<file path="src/rtl/display_scan_pkg.sv">
// Shared types and constants for the display scan path and the seven-segment decoder.
package display_scan_pkg;

   typedef enum logic [1:0] {
      SCAN_IDLE  = 2'd0,
      SCAN_SHOW  = 2'd1,
      SCAN_BLANK = 2'd2
   } scan_state_t;

   typedef logic [1:0] digit_idx_t;

   localparam logic [3:0] ANODE_OFF  = 4'b1111;
   localparam int         NUM_DIGITS = 4;

   function automatic int max_int(input int a, input int b);
      return (a > b) ? a : b;
   endfunction

endpackage

</file>
<file path="src/rtl/display_scan_controller_prescaler.sv">
// Modulo counter behind the scan slot timing; wraps to zero after load_max.
module scan_prescaler #(
   parameter int CNT_W = 2
) (
   input  logic             clk,
   input  logic             rst_n,
   input  logic             clr,
   input  logic [CNT_W-1:0] load_max,
   output logic             terminal
);

   logic [CNT_W-1:0] count_q;

   assign terminal = (count_q == load_max);

   // Count up, returning to zero on the terminal count or on an explicit clear.
   always_ff @(posedge clk) begin
      if (!rst_n) begin
         count_q <= '0;
      end else if (clr || terminal) begin
         count_q <= '0;
      end else begin
         count_q <= count_q + CNT_W'(1);
      end
   end

endmodule

</file>
<file path="src/rtl/display_scan_controller.sv">
// Time-sliced anode scan for a 4-digit multiplexed seven-segment display.
// Build option: define SCAN_BLANK_EN to insert BLANK_CYCLES of all-off dead
// time between digit slots (anti-ghosting); without it slots are back-to-back.
//
// state      | meaning
// SCAN_IDLE  | display off, counter and digit index held at zero
// SCAN_SHOW  | current digit's anode driven (unless masked) for DIV cycles
// SCAN_BLANK | all anodes off for BLANK_CYCLES before the next digit
module display_scan_controller
   import display_scan_pkg::*;
#(
   parameter int CLK_HZ       = 100_000_000,
   parameter int SLOT_HZ      = 1000,
   parameter int BLANK_CYCLES = 1000
) (
   input  logic       clk,
   input  logic       rst_n,
   input  logic       en,
   input  logic [3:0] digit_mask,
   output logic [3:0] anode,
   output logic [1:0] digit_idx,
   output logic       slot_tick
);

   localparam int DIV     = CLK_HZ / SLOT_HZ;
   localparam int CNT_MAX = max_int(DIV, BLANK_CYCLES);
   localparam int CNT_W   = $clog2(CNT_MAX);

   localparam logic [CNT_W-1:0] DIV_LAST = CNT_W'(DIV - 1);

   generate
      if (DIV < 2) begin : g_div_chk
         $error("display_scan_controller: CLK_HZ/SLOT_HZ must be at least 2");
      end
   endgenerate

`ifdef SCAN_BLANK_EN
   localparam logic [CNT_W-1:0] BLANK_LAST = CNT_W'(BLANK_CYCLES - 1);

   generate
      if (BLANK_CYCLES < 1) begin : g_blank_chk
         $error("display_scan_controller: BLANK_CYCLES must be at least 1");
      end
   endgenerate
`endif

   scan_state_t      state_q;
   scan_state_t      state_d;
   digit_idx_t       idx_q;
   digit_idx_t       idx_d;
   logic             tick_q;
   logic             tick_d;
   logic [3:0]       mask_q;
   logic             terminal;
   logic             cnt_clr;
   logic [CNT_W-1:0] cnt_max;

   // Counter restarts whenever the scan is parked or about to be parked, so an
   // interrupted slot is never resumed.
   assign cnt_clr = (state_q == SCAN_IDLE) || !en;

`ifdef SCAN_BLANK_EN
   assign cnt_max = (state_q == SCAN_BLANK) ? BLANK_LAST : DIV_LAST;
`else
   assign cnt_max = DIV_LAST;
`endif

   scan_prescaler #(
      .CNT_W (CNT_W)
   ) u_prescaler (
      .clk      (clk),
      .rst_n    (rst_n),
      .clr      (cnt_clr),
      .load_max (cnt_max),
      .terminal (terminal)
   );

   // State, digit index, slot pulse and registered digit mask.
   always_ff @(posedge clk) begin
      if (!rst_n) begin
         state_q <= SCAN_IDLE;
         idx_q   <= '0;
         tick_q  <= 1'b0;
         mask_q  <= 4'b0000;
      end else begin
         state_q <= state_d;
         idx_q   <= idx_d;
         tick_q  <= tick_d;
         mask_q  <= digit_mask;
      end
   end

   // Next-state logic; a low enable always wins, even on a terminal count.
   always_comb begin
      state_d = state_q;
      idx_d   = idx_q;
      tick_d  = 1'b0;
      if (!en) begin
         state_d = SCAN_IDLE;
         idx_d   = '0;
      end else begin
         case (state_q)
            SCAN_IDLE: begin
               state_d = SCAN_SHOW;
               idx_d   = '0;
               tick_d  = 1'b1;
            end
            SCAN_SHOW: begin
               if (terminal) begin
`ifdef SCAN_BLANK_EN
                  state_d = SCAN_BLANK;
`else
                  idx_d   = idx_q + 2'd1;
                  tick_d  = 1'b1;
`endif
               end
            end
`ifdef SCAN_BLANK_EN
            SCAN_BLANK: begin
               if (terminal) begin
                  state_d = SCAN_SHOW;
                  idx_d   = idx_q + 2'd1;
                  tick_d  = 1'b1;
               end
            end
`endif
            default: begin
               state_d = SCAN_IDLE;
               idx_d   = '0;
            end
         endcase
      end
   end

   // One-cold anode decode; masked digits keep their slot but stay dark.
   always_comb begin
      anode = ANODE_OFF;
      if (state_q == SCAN_SHOW) begin
         anode = ~(4'b0001 << idx_q) | ~mask_q;
      end
   end

   assign digit_idx = idx_q;
   assign slot_tick = tick_q;

endmodule

</file>
<file path="config.mk">
export PLATFORM = sky130hd
export DESIGN_NAME = display_scan_controller
export DESIGN_NICKNAME = d
export VERILOG_FILES = /design/src/rtl/display_scan_pkg.sv /design/src/rtl/display_scan_controller_prescaler.sv /design/src/rtl/display_scan_controller.sv
export SDC_FILE = /design/constraint.sdc
export NUM_CORES = 1
export LEC_CHECK = 0
export CAP_MARGIN = 20
export CORE_ASPECT_RATIO = 1.25
export CORE_MARGIN = 2
export CORE_UTILIZATION = 54
export DETAILED_ROUTE_END_ITERATION = 12
export PLACE_DENSITY = 0.77
export SYNTH_ARGS = -nofsm -noshare
export SYNTH_HDL_FRONTEND = slang
export SYNTH_HIERARCHICAL = 1
export SYNTH_SLANG_ARGS = --single-unit
</file>
<file path="constraint.sdc">
create_clock -name clk -period 1.85 [get_ports clk]
set_input_delay 0.2775 -clock clk [delete_from_list [all_inputs] [get_ports clk]]
set_output_delay 0.2775 -clock clk [all_outputs]
set_load 0.01 [all_outputs]
</file>
==> flow_summary.json <==
{
  "status": "completed",
  "hold_violations": 0,
  "ir_drop_v": 0.000334,
  "grt_pass1_wl_mm": 3.71,
  "muxShareOfSynthArea_pct": 0.801,
  "start_kind": "register",
  "ioPinCount": 14,
  "drt_iter0_markers": 6,
  "dr_total_vias": 930,
  "synth_edf_count": 0,
  "cts_max_level": 1,
  "ant_nets": 0,
  "cts-root-buf": "clkbuf_4",
  "place_area_um2": 1460,
  "p_comb_share_pct": 6.9,
  "wl_met2_mm": 1.16,
  "netlist_area_um2": 1250,
  "cts_hold_buf": 0,
  "antenna_found_initial": 0,
  "drive_gt1_share_pct": 10.5,
  "grt_pass1_vias": 915,
  "min_path_type": "register to register",
  "final_cell_area_um2": 1520,
  "p_leak_nw": 0.555,
  "postSynthAreaPerCell_um2": 8.99,
  "core_um2": 2190,
  "p_sw_mw": 0.184,
  "clkPwrFrac_pct": 28.1,
  "vias_per_cell": 4.58,
  "synth_compound_area_share_pct": 1.90,
  "powerDensity_nw_per_um2": 556,
  "wl_per_cell_um": 10.9,
  "numCtsBuffers": 3,
  "multi_input_area_um2": 766,
  "antenna_cells": 0,
  "drv_cap": 0,
  "clock-sinks": 25,
  "grt_max_degree": 18,
  "critPathRequiredTime_ns": 2.07,
  "whs_ns": 0.500,
  "cts.reportedPaths.clkPinSlew_ns": 0.13,
  "period_needed_ns": 1.62,
  "synthArstFlopShare_pct": 0,
  "io_buffers": 13,
  "seq_power_share_pct": 65.0,
  "start_util_pct": 57.2,
  "slew_violations": 0,
  "regArea_um2": 507,
  "p_sw_share_pct": 21.8,
  "fillCellCount": 183,
  "wl_met3_um": 66,
  "crit_path_end_kind": "register",
  "synth-main-ff-cell": "dfxtp_1",
  "tns_ns": 0,
  "routed.top_layer": "met4",
  "p_int_mw": 0.660,
  "gr-usage-all-layers_pct": 18.8,
  "finalNetCount": 185,
  "drc_errors": 0,
  "cp.arrival_ns": 1.84,
  "crit_fanout": 5,
  "synth_cells": 139,
  "area_growth_pct": 21.5,
  "num_rows": 19,
  "skew_ns": 0.00609,
  "setup_viol": 0,
  "synth_fa_ha_area_share_pct": 5.01,
  "synth-warning-count": 6,
  "synth_seq_cells": 25,
  "die-width_um": 47.0,
  "synth_top_family_by_area": "simple AND/OR/NAND/NOR gates",
  "rsz0062_at_grt": "false",
  "cts.path.max_buffers": 2,
  "cts_tree": "yes",
  "dieArea_um2": 2720,
  "max_freq_mhz": 619,
  "insertion_delay_ns": 0.31,
  "place_congestion": 0.792,
  "synthSimpleGateAreaFrac_pct": 25.1,
  "grt.overflow.total": 0,
  "hpwl_mm": 1.68,
  "fin_crit_sh_pct": 87.4,
  "critPathKind": "register to register",
  "yosysUniqueCellTypes": 26,
  "routed_wl_mm": 2.21,
  "die_h_um": 57.8,
  "ys_seq_area_share_pct": 40.0,
  "drtPass1Iterations": 4,
  "synth_xor_area_share_pct": 23.1,
  "wl_met1_um": 945
}
-- final cells by class --
cell class | instances | share of cell area, %
flip-flops and latches | 25 | 33.4
well taps | 31 | 2.55
clock buffers | 4 | 1.73
repair buffers | 16 | 10.2
inverters | 7 | 1.73
multi-input cells | 120 | 50.4
-- critical path, cell delays in order (launching register included) --
cell	delay (ns)
dfxtp_1	0.43
ha_1	0.23
nand3_2	0.13
or2_1	0.35
nor3_2	0.20
xnor2_1	0.14
nor2_1	0.05
-- sequential cells by signal (all words and copies together) (netlist names) --
register / cells
u_prescaler/count_q: 17
mask_q: 4
digit_idx: 2
slot_tick: 1
state_q: 1
-- synth_stat cells (all sizes together) (2+ instances only) --
library cell / n / share of area [%]
nor2: 25 / 7.5
nand3: 8 / 3.6
buf: 2 / 1.3
xnor2: 14 / 9.8
nor3: 4 / 2.4
nor4: 4 / 2.0
and2: 5 / 2.9
xor2: 19 / 13
nand2: 8 / 2.4
ha: 5 / 5.0
inv: 7 / 2.1
nand4: 4 / 2.0
dfxtp: 25 / 40
conb: 2 / 0.60
-- power groups by stage --
stage | Clock (mW) | Sequential (mW) | Combinational [mW]
2_1_floorplan | 0 | 0.562 | 0.0341
3_3_place_gp | 0 | 0.562 | 0.0549
5_1_grt | 0.264 | 0.550 | 0.0653
6_report | 0.237 | 0.549 | 0.0582
4_1_cts | 0.245 | 0.549 | 0.0558
3_5_place_dp | 0 | 0.563 | 0.0557
-- cells by family (layout without fill, tap and decap cells) --
kind of cell,Yosys count,count (layout)
and+or+nand+nor,62,62
other,2,17
xor gates and xnor gates,33,33
DFF,25,25
AOI/OAI and AO/OA,2,2
muxes,1,1
buffers and inverters,9,27
adders and majority gates,5,5
-- layout by cell type (no fill, tap or decap), types with 2 or more instances in the layout --
cell / n
nor3_1: 2
inv_1: 7
and2_1: 2
conb_1: 17
xor2_1: 19
nand3_1: 7
dlygate4sd2_1: 2
clkbuf_4: 3
dlymetal6s2s_1: 2
and2_2: 2
dfxtp_1: 22
dfxtp_2: 2
clkdlybuf4s50_1: 9
nor2_1: 24
nand2_1: 8
nand4_1: 4
nor4_1: 4
nor3_2: 2
xnor2_1: 14
ha_1: 5
buf_4: 3
-- metrics by stage --
stage / instances / util, % / total power, mW / setup WS, ns
detailed placement: 196 / 66.7 / 0.619 / 0.174
floorplan: 154 / - / 0.596 / 0.350
finish: 203 / 69.5 / 0.845 / 0.234
global route: 203 / 69.5 / 0.879 / 0.0538
global placement: 196 / 66.7 / 0.617 / 0.201
CTS: 200 / 68.0 / 0.850 / 0.000164
-- routing by layer --
metal | track usage, % | vias to the layer above
met5 | 0 | -
met4 | 7.54 | 0
met3 | 2.80 | 4
met2 | 34.1 | 15
met1 | 20.7 | 419
li1 | - | 492
-- path summary, 6_finish.rpt --
check	startpoint	endpoint	slack, ns	cells past startpoint
worst max-delay path	u_prescaler/count_q[0]$_SDFF_PP0_	u_prescaler/count_q[12]$_SDFF_PP0_	0.23	6
worst max register to register	u_prescaler/count_q[0]$_SDFF_PP0_	u_prescaler/count_q[12]$_SDFF_PP0_	0.23	6
worst min register to register	u_prescaler/count_q[0]$_SDFF_PP0_	u_prescaler/count_q[0]$_SDFF_PP0_	0.50	1
worst min-delay path	u_prescaler/count_q[0]$_SDFF_PP0_	u_prescaler/count_q[0]$_SDFF_PP0_	0.50	1
-- repair_timing --
item	4_1_cts	5_1_grt
hold endpoints to repair	0	0
buffers inserted	0	3
gates resized for setup	5	4
pin swaps	0	1
setup endpoints to repair	3	21
(Power assumes the default switching activity.)
